<file path="config.mk">
export PLATFORM = sky130hd
export DESIGN_NAME = power2round_skencode_ctrl
export DESIGN_NICKNAME = d
export VERILOG_FILES = /design/src/rtl/skencode_ctrl_pkg.sv /design/src/rtl/skencode_bitpack_buf.sv /design/src/rtl/power2round_skencode_ctrl.sv
export SDC_FILE = /design/constraint.sdc
export NUM_CORES = 1
export LEC_CHECK = 0
export BUFFER_PORTS_ARGS = -buffer_cell sky130_fd_sc_hd__buf_2
export CAP_MARGIN = 20
export CORE_ASPECT_RATIO = 0.9
export CORE_UTILIZATION = 35
export DETAILED_ROUTE_END_ITERATION = 8
export PLACE_DENSITY = 0.64
export SETUP_SLACK_MARGIN = 0.4
export SLEW_MARGIN = 25
export SYNTH_ARGS = -nofsm -noshare
export SYNTH_HDL_FRONTEND = slang
export SYNTH_SLANG_ARGS = --single-unit
</file>
<file path="constraint.sdc">
create_clock -name clk -period 15.1 [get_ports clk]
set_clock_uncertainty 0.1 [all_clocks]
set_input_delay 1.51 -clock clk [delete_from_list [all_inputs] [get_ports clk]]
set_output_delay 1.51 -clock clk [all_outputs]
set_load 0.02 [all_outputs]
</file>
<file path="src/rtl/skencode_ctrl_pkg.sv">
// Shared constants, state type and the t0 encoder for the sk t0 encoder.
// No ports; imported by skencode_bitpack_buf and power2round_skencode_ctrl.
package skencode_ctrl_pkg;

    localparam int COEF_W         = 13;
    localparam int COEFS_PER_BEAT = 4;
    localparam int BEAT_W         = 52;
    localparam int WORD_W         = 32;
    localparam int BUF_W          = 96;
    localparam int BEATS_PER_POLY = 64;
    localparam int WORDS_PER_POLY = 104;
    localparam logic [COEF_W-1:0] ENC_OFFSET = 13'h1000;

    // Fill count never exceeds BUF_W (96), so 7 bits suffice.
    localparam int FILL_W = 7;

    // A beat may be inserted only if it fits entirely behind the post-drain contents.
    localparam int READY_MAX_FILL = BUF_W - BEAT_W;

    typedef enum logic [1:0] {
        S_IDLE  = 2'd0,
        S_RUN   = 2'd1,
        S_DRAIN = 2'd2,
        S_DONE  = 2'd3
    } state_t;

    // 2^12 - r0, wrapping modulo 2^13.
    function automatic logic [COEF_W-1:0] t0_encode(input logic [COEF_W-1:0] r0);
        return ENC_OFFSET - r0;
    endfunction

endpackage

</file>
<file path="src/rtl/skencode_bitpack_buf.sv">
// 96-bit little-endian bit-pack accumulator for encoded t0 beats.
// Each cycle with fill >= 32 the low word is offered on drain_word and the
// buffer shifts right by 32; an accepted beat is inserted behind whatever
// remains after that drain, in the same cycle.
// Ports:
//   clk, rst           clock, async active-high reset
//   clr                synchronous clear of contents and fill
//   run                accepting beats is allowed (controller in RUN)
//   beat_valid/_data   52-bit encoded beat from the controller
//   beat_ready         ready toward upstream (registers only)
//   beat_accept        beat_valid && beat_ready
//   drain              low word is being consumed this cycle
//   drain_word         current low 32 bits of the buffer
module skencode_bitpack_buf
    import skencode_ctrl_pkg::*;
(
    input  logic              clk,
    input  logic              rst,
    input  logic              clr,
    input  logic              run,
    input  logic              beat_valid,
    input  logic [BEAT_W-1:0] beat_data,
    output logic              beat_ready,
    output logic              beat_accept,
    output logic              drain,
    output logic [WORD_W-1:0] drain_word
);

    logic [BUF_W-1:0]  pack_q;
    logic [BUF_W-1:0]  pack_d;
    logic [BUF_W-1:0]  pack_shifted;
    logic [FILL_W-1:0] fill_q;
    logic [FILL_W-1:0] fill_d;
    logic [FILL_W-1:0] fill_after_drain;

    always_comb begin
        drain            = (fill_q >= FILL_W'(WORD_W));
        fill_after_drain = drain ? (fill_q - FILL_W'(WORD_W)) : fill_q;
        pack_shifted     = drain ? (pack_q >> WORD_W) : pack_q;
        beat_ready       = run && (fill_after_drain <= FILL_W'(READY_MAX_FILL));
        beat_accept      = beat_valid && beat_ready;

        pack_d = pack_shifted;
        fill_d = fill_after_drain;
        if (beat_accept) begin
            // Bits above the live contents are always zero, so OR-insert is safe.
            pack_d = pack_shifted | ({{(BUF_W-BEAT_W){1'b0}}, beat_data} << fill_after_drain);
            fill_d = fill_after_drain + FILL_W'(BEAT_W);
        end
        if (clr) begin
            pack_d = '0;
            fill_d = '0;
        end
    end

    assign drain_word = pack_q[WORD_W-1:0];

    always_ff @(posedge clk or posedge rst) begin
        if (rst) begin
            pack_q <= '0;
            fill_q <= '0;
        end else begin
            pack_q <= pack_d;
            fill_q <= fill_d;
        end
    end

endmodule

</file>
<file path="src/rtl/power2round_skencode_ctrl.sv">
// Sequences ML-DSA sk t0 encoding: accepts four 13-bit power2round low parts
// per beat, encodes each as 2^12 - r0 mod 2^13, bit-packs little-endian into
// 32-bit words and writes NUM_POLY*104 words starting at base_addr.
// Optional build macro SKENCODE_CTRL_ZEROIZE_EN adds the zeroize input.
// Ports:
//   clk, rst                 clock, async active-high reset
//   start, base_addr         run request (IDLE only) and first write address
//   coef_valid/_data/_ready  52-bit beat stream of four r0 values
//   zeroize                  (macro only) synchronous wipe and abort
//   sk_wr_en/_addr/_data     registered sk memory write port
//   busy                     high in RUN and DRAIN
//   done                     one-cycle pulse after the final write
//
// state   | meaning
// S_IDLE  | waiting for start
// S_RUN   | accepting beats and writing words
// S_DRAIN | all beats in; writing out remaining words
// S_DONE  | one-cycle completion pulse
module power2round_skencode_ctrl
    import skencode_ctrl_pkg::*;
#(
    parameter int NUM_POLY = 8,
    parameter int ADDR_W   = 10
) (
    input  logic              clk,
    input  logic              rst,
    input  logic              start,
    input  logic [ADDR_W-1:0] base_addr,
    input  logic              coef_valid,
    input  logic [BEAT_W-1:0] coef_data,
`ifdef SKENCODE_CTRL_ZEROIZE_EN
    input  logic              zeroize,
`endif
    output logic              coef_ready,
    output logic              sk_wr_en,
    output logic [ADDR_W-1:0] sk_wr_addr,
    output logic [WORD_W-1:0] sk_wr_data,
    output logic              busy,
    output logic              done
);

    localparam int BEAT_CNT_W = 7 + $clog2(NUM_POLY);
    localparam int WORD_CNT_W = $clog2(WORDS_PER_POLY * NUM_POLY);
    localparam logic [BEAT_CNT_W-1:0] LAST_BEAT = BEAT_CNT_W'(BEATS_PER_POLY * NUM_POLY - 1);
    localparam logic [WORD_CNT_W-1:0] LAST_WORD = WORD_CNT_W'(WORDS_PER_POLY * NUM_POLY - 1);

    state_t                  state_q;
    state_t                  state_d;
    logic                    start_ok;
    logic                    zero_req;
    logic [ADDR_W-1:0]       base_q;
    logic [BEAT_CNT_W-1:0]   beat_cnt_q;
    logic [WORD_CNT_W-1:0]   word_cnt_q;
    logic                    last_wr_q;
    logic [BEAT_W-1:0]       enc_beat;
    logic                    beat_accept;
    logic                    drain;
    logic                    issue;
    logic [WORD_W-1:0]       drain_word;

`ifdef SKENCODE_CTRL_ZEROIZE_EN
    assign zero_req = zeroize;
`else
    assign zero_req = 1'b0;
`endif

    for (genvar i = 0; i < COEFS_PER_BEAT; i++) begin : g_enc
        assign enc_beat[COEF_W*i +: COEF_W] = t0_encode(coef_data[COEF_W*i +: COEF_W]);
    end

    skencode_bitpack_buf u_buf (
        .clk         (clk),
        .rst         (rst),
        .clr         (start_ok || zero_req),
        .run         (state_q == S_RUN),
        .beat_valid  (coef_valid),
        .beat_data   (enc_beat),
        .beat_ready  (coef_ready),
        .beat_accept (beat_accept),
        .drain       (drain),
        .drain_word  (drain_word)
    );

    assign busy  = (state_q == S_RUN) || (state_q == S_DRAIN);
    assign done  = (state_q == S_DONE);
    assign issue = drain && busy;

    always_ff @(posedge clk or posedge rst) begin
        if (rst) begin
            state_q <= S_IDLE;
        end else begin
            state_q <= state_d;
        end
    end

    always_comb begin
        state_d  = state_q;
        start_ok = 1'b0;
        case (state_q)
            S_IDLE: begin
                if (start) begin
                    state_d  = S_RUN;
                    start_ok = 1'b1;
                end
            end
            S_RUN: begin
                if (beat_accept && (beat_cnt_q == LAST_BEAT)) begin
                    state_d = S_DRAIN;
                end
            end
            S_DRAIN: begin
                // last_wr_q is high while the final word sits on the write port.
                if (last_wr_q) begin
                    state_d = S_DONE;
                end
            end
            S_DONE: begin
                state_d = S_IDLE;
            end
            default: begin
                state_d = S_IDLE;
            end
        endcase
        if (zero_req) begin
            state_d  = S_IDLE;
            start_ok = 1'b0;
        end
    end

    always_ff @(posedge clk or posedge rst) begin
        if (rst) begin
            base_q     <= '0;
            beat_cnt_q <= '0;
            word_cnt_q <= '0;
            last_wr_q  <= 1'b0;
            sk_wr_en   <= 1'b0;
            sk_wr_addr <= '0;
            sk_wr_data <= '0;
        end else if (zero_req) begin
            beat_cnt_q <= '0;
            word_cnt_q <= '0;
            last_wr_q  <= 1'b0;
            sk_wr_en   <= 1'b0;
            sk_wr_addr <= '0;
            sk_wr_data <= '0;
        end else begin
            sk_wr_en  <= issue;
            last_wr_q <= issue && (word_cnt_q == LAST_WORD);
            if (start_ok) begin
                base_q     <= base_addr;
                beat_cnt_q <= '0;
                word_cnt_q <= '0;
            end else begin
                if (beat_accept) begin
                    beat_cnt_q <= beat_cnt_q + BEAT_CNT_W'(1);
                end
                if (issue) begin
                    word_cnt_q <= word_cnt_q + WORD_CNT_W'(1);
                    sk_wr_data <= drain_word;
                    // Address arithmetic wraps modulo 2^ADDR_W.
                    sk_wr_addr <= base_q + ADDR_W'(word_cnt_q);
                end
            end
        end
    end

endmodule
</file>
## Word level (Yosys, flattened, before mapping)

Index checks and enable logic that the tools add are counted.

- Register bits after elaboration: 179
- Latch bits: 0
- Memory bits (writable): 0
- Bits in read-only memories: 0
- Input bits: 66
- Output and inout port bits: 46
- Logic and storage cells: 59
- Memories kept: 0

- Add/sub/neg operators: 9
- Multipliers: 0
- Divide/modulo/power cells: 0
- Magnitude comparators: 2
- Eq/ne operators: 8
- Shifts and indexed selects: 1
- Multiplexer cells: 16
- Bitwise logic cells: 2
- Reductions and logical operators: 11

Operator list:

| cell | number |
|---|---|
| 2-to-1 mux 96 bit | 3 |
| OR 96 bit | 1 |
| << shifter 52 x 7 -> 96 bit | 1 |
| subtractor 13 bit (first input constant) | 4 |
| 2-to-1 mux 10 bit | 4 |
| 2-to-1 mux 7 bit | 3 |
| adder 10 x 1 -> 10 bit (second input constant) | 2 |
| adder 10 bit | 1 |
| == test 10 bit (second input constant) | 1 |
| == test 10 x 9 -> 1 bit (second input constant) | 1 |
| one-hot mux 2 bit (4 select lines) | 1 |
| adder 7 x 6 -> 7 bit (second input constant) | 1 |
| greater-or-equal comparator 7 x 6 -> 1 bit (second input constant) | 1 |
| less-or-equal comparator 7 x 6 -> 1 bit (second input constant) | 1 |
| subtractor 7 x 6 -> 7 bit (second input constant) | 1 |
| 2-to-1 mux 2 bit | 3 |
| inequality test 2 bit (second input constant) | 3 |
| logical AND 1 bit | 5 |
| == test 2 bit (second input constant) | 2 |
| nonzero test 2 bit | 2 |
| AND reduction 3 bit | 1 |
| == test 2 x 1 -> 1 bit (second input constant) | 1 |
| logical NOT 2 bit | 1 |
| 2-to-1 mux 1 bit | 2 |
| 3 further kinds | 3 |

## Longest topological paths before layout

- Depth after elaboration: 8
- Mapped depth: 14
- Depth with buffers taken out: 10

## Hierarchy

A second synthesis with hierarchy kept.

- Cell total of the unflattened synthesis: 1338
- Area total of the unflattened synthesis: 11715.0 µm²

By module, submodules not included:

| module | times used | cells each | area each (µm²) | seq. area each (µm²) |
|---|---|---|---|---|
| skencode_bitpack_buf | 1 | 839 | 7407.1 | 2527.4 |
| power2round_skencode_ctrl | 1 | 499 | 4307.9 | 1901.8 |

## Least setup slack after synthesis

No wires, ideal clock.

- Kind: reg-to-output
- From: reg u_buf.fill_q[2]
- To: out coef_ready
- Arrival: 2.524 ns
- Setup slack: 10.966 ns
- Cell stages (with the launch flop): 10
- Buffers on the path: 3
- Cells stage by stage: dfrtp_1 -> inv_1 -> clkbuf_1 -> clkbuf_1 -> clkbuf_1 -> ha_1 -> nand2b_1 -> o311a_1 -> o2bb2ai_1 -> and2_1

- Longest elaborated chain between the ends: 4

Ends and longest elaborated chain:

| item | line | text |
|---|---|---|
| from (decl) | skencode_bitpack_buf.sv:32 | `logic [FILL_W-1:0] fill_q;` |
| from (signal assigned) | skencode_bitpack_buf.sv:64 | `fill_q <= fill_d;` |
| subtractor 7 x 6 -> 7 bit / greater-or-equal comparator 7 x 6 -> 1 bit (equally long branches) | skencode_bitpack_buf.sv:38, skencode_bitpack_buf.sv:37 |  |
| 2-to-1 mux 7 bit (*) | skencode_bitpack_buf.sv:38 | `fill_after_drain = drain ? (fill_q - FILL_W'(WORD_W)) : fill_q;` |
| less-or-equal comparator 7 x 6 -> 1 bit (*) | skencode_bitpack_buf.sv:40 | `beat_ready = run && (fill_after_drain <= FILL_W'(READY_MAX_FILL));` |
| logical AND 1 bit (*) | skencode_bitpack_buf.sv:40 |  |
| to (decl) | power2round_skencode_ctrl.sv:34 | `output logic coef_ready,` |

Mark *: on every way between the ends. The rest lies on a longest branch, timed or not.

## Worst setup path after layout

- From: reg u_buf.fill_q[3]
- To: out coef_ready

Same word-level chain as after synthesis.

==> flow_summary_export.csv <==
group,metric,value,unit
detailed_routing,vias,10200,
sta,finalHoldViolCount,0,
finish,drive_gt1_share,19.5,%
cts,postCtsSetupBuffers,0,
global_route,overflow,0,
pwr,max-vdd-ir-drop,0.000100,V
hold_path,hp-start,"sk_wr_addr[8]",
sta,setup_viol,0,
detailed_routing,ant_nets,0,
synth,synthFlopType,"dfrtp_1",
cts,clock_latency,0.44,ns
pwr,power_density,211,nW/um^2
global_route,grt_start_max_net_pins,86,
finish,antennaDiodeCount,0,
hold_path,hold_end,"sk_wr_addr[8]",
job,drv_cap,0,
synth,ys_types,78,
detailed_routing,avgRoutedWirePerCell,20.7,microns
place,pre_cts_ws,10.71,ns
sta,tns,0,ns
floorplan,die_w,191,microns
sta,slew_violations,0,
cts,cts_made_buffers,17,
finish,area_delta_synth_final,13.8,%
critical_path,required,13.49,ns
critical_path,worstSetupStartpointType,"flip-flop",
detailed_routing,first_pass_iters,7,
finish,utilization,41.0,%
pwr,leakagePower,5.55,nW
critical_path,critPathKind,"flip-flop to output port",
detailed_routing,vias_per_cell,5.88,
synth,syn-mean-instance-area,9.08,sq um
detailed_routing,drt_first_iter_violations,1218,
critical_path,crit_fanout,48,
critical_path,timing.rr.end,"u_buf.pack_q[55]",
sta,fmax,0.230,GHz
cts,clock-sinks,177,
hold_path,worst_hold_path_type,"flip-flop to flip-flop",
synth,ys_seq_area_share,39.3,%
synth,synth_enable_flop_cells,0,
synth,synth_nets,1334,
synth,synth_async_sr_flop_share,100,%
hold_path,min_path_cells,2,
floorplan,die-area,32900,sq um
sta,fin_crit_sh,28.8,%
cts,ctsHoldBuffers,0,
cts,clockBufferDepth,2,
global_route,grt_pass1_vias,9741,
sta,relSlewSlack,30.7,%
cts,cts_root_buf,"clkbuf_16",
finish,nNetsFinal,1398,
floorplan,row_count,61,
global_route,grt_pass1_wl,56900,microns
sta,max_slew.worst_pin.slew,1.04,ns
critical_path,rr_startpoint,"u_buf.fill_q[3]",
cts,htreeDepth,4,
cts,ctsResizeCount,0,
floorplan,start_util,36.0,%
finish,nFillCells,3113,
sta,fin_crit,4.35,ns
detailed_routing,wl,35800,microns
global_route,antenna_found_initial,0,
run_status,outcome,"complete, no violations",
cts,cts_tree,"done",
floorplan,core,31300,sq um
critical_path,cp.arrival,2.74,ns
synth,ys_warn_count,0,
cts,cts.clk_slew.worst_paths,0.08,ns
place,gp_congestion,0.977,
floorplan,io-pin-count,112,
critical_path,worstRegToRegCells,10,
critical_path,crit_path_end_kind,"output port",
sta,rsz0062_at_grt,"false",
critical_path,r2r_setup_slack,10.85,ns
place,dp_hpwl,25200,microns
synth,synth_cells,1242,
sta,final.setup.worst_slack,10.75,ns
detailed_routing,drc_errors,0,
floorplan,fp.dieH,172,microns
place,io_buffer_count,111,
global_route,grtUsageTotal,22.3,%
synth,ys_ff_latch,177,
synth,syn_area,11300,sq um
## Yosys cell counts (7+ instances only)
cell type,n,area (sq um)
a21oi_1,42,210
a221oi_1,9,78.8
a22o_1,10,87.6
a22oi_1,18,135
a31oi_1,33,206
and2_1,11,68.8
buf_1,14,52.6
clkbuf_1,64,240
dfrtp_1,177,4430
ha_1,25,313
inv_1,27,101
mux2_2,45,507
mux2i_1,50,500
mux4_2,18,405
nand2_1,188,706
nand2b_1,11,68.8
nand3_1,25,125
nand4_1,10,62.6
nor2_1,117,439
nor2b_1,7,43.8
nor3_1,25,125
nor4_1,14,87.6
o211ai_1,7,52.6
o21a_1,7,52.6
o21ai_0,43,215
o221ai_1,9,78.8
o22ai_1,27,169
or2_2,11,68.8
or3_1,23,144
or4_1,8,60.1
xnor2_1,27,236
xor2_1,32,280
## per-stage QoR
stage | power, mW | cell area [sq um] | hold WS, ns | cells
after detailed placement | 2.21 | 12200 | 0.370 | 1696
after floorplan | 1.76 | 11300 | 0.349 | 1242
final | 2.71 | 12800 | 0.381 | 1728
after CTS | 2.69 | 12800 | 0.389 | 1728
after global routing | 2.88 | 12800 | 0.412 | 1728
after global placement | 2.19 | 12200 | 0.361 | 1696
## metal layers
| layer | share of wire (%) | wire length [microns] | global-route usage [%] | up-vias |
|---|---|---|---|---|
| met5 | 0 | 0 | 0 | - |
| met4 | 2.5 | 905 | 7.21 | 0 |
| met2 | 43 | 15400 | 32.8 | 496 |
| met1 | 45 | 16200 | 32.2 | 4935 |
| met3 | 9.3 | 3350 | 4.97 | 69 |
| li1 | - | - | - | 4658 |
## cells in the final DEF, fill, tap and decap left out, drive strengths merged, types with 23 or more instances in the layout
cell type / synthesis / final
nand2: 188 / 188
dfrtp: 177 / 177
buf: 20 / 129
nor2: 118 / 118
mux2i: 50 / 50
o21ai: 47 / 47
mux2: 45 / 45
a21oi: 42 / 42
inv: 27 / 37
a31oi: 33 / 33
xor2: 32 / 32
xnor2: 27 / 27
o22ai: 27 / 27
nor3: 26 / 26
nand3: 25 / 25
ha: 25 / 25
or3: 23 / 23
## sequential cells by signal, summed over array words and instances (netlist names)
| signal | flops |
|---|---|
| base_q | 10 |
| beat_cnt_q | 10 |
| last_wr_q | 1 |
| sk_wr_addr | 10 |
| sk_wr_data | 32 |
| sk_wr_en | 1 |
| state_q | 2 |
| u_buf.fill_q | 5 |
| u_buf.pack_q | 96 |
| word_cnt_q | 10 |
## cell families (layout without fill, tap and decap cells)
kind of cell	after synthesis	count (layout)	synth area share [%]
buf+inv	111	188	3.76
simple gates	477	477	19.8
xor+xnor	59	59	4.58
compound gates	279	279	17.1
mux	113	113	12.5
fa+ha+maj	26	26	2.95
flops	177	177	39.3
## how the worst max path moves through the flow
stage,start,end,slack [ns],cells past startpoint
3_5_place_dp,coef_data[30],u_buf.pack_q[35],10.71,8
6_report,u_buf.fill_q[3],coef_ready,10.75,8
2_1_floorplan,rst,base_q[0],8.69,1
3_3_place_gp,coef_data[30],u_buf.pack_q[35],10.75,8
5_1_grt,u_buf.fill_q[3],coef_ready,10.61,8
4_1_cts,u_buf.fill_q[3],coef_ready,10.77,8
## worst max-delay path, cell delays in order, from the launching register on
cell	delay, ns
dfrtp_1	0.33
buf_4	0.46
inv_1	0.14
ha_1	0.24
nand2b_1	0.17
o311a_1	0.37
o2bb2ai_1	0.18
and2_1	0.22
buf_2	0.19
## power by group
part           internal [mW]  total (mW)  switching, mW
clock                  0.233       0.475          0.241
combinational          0.538        1.47          0.934
sequential             0.649       0.762          0.113
## area by class of cell
| class | instances | area (sq um) | area share [%] |
|---|---|---|---|
| clock inverters | 15 | 216 | 1.69 |
| well taps | 409 | 512 | 3.99 |
| multi-input cells | 954 | 6450 | 50.2 |
| repair buffers | 129 | 694 | 5.41 |
| inverters | 27 | 106 | 0.829 |
| clock buffers | 17 | 425 | 3.31 |
| flip-flops and latches | 177 | 4430 | 34.5 |
(Power assumes the default switching activity.)
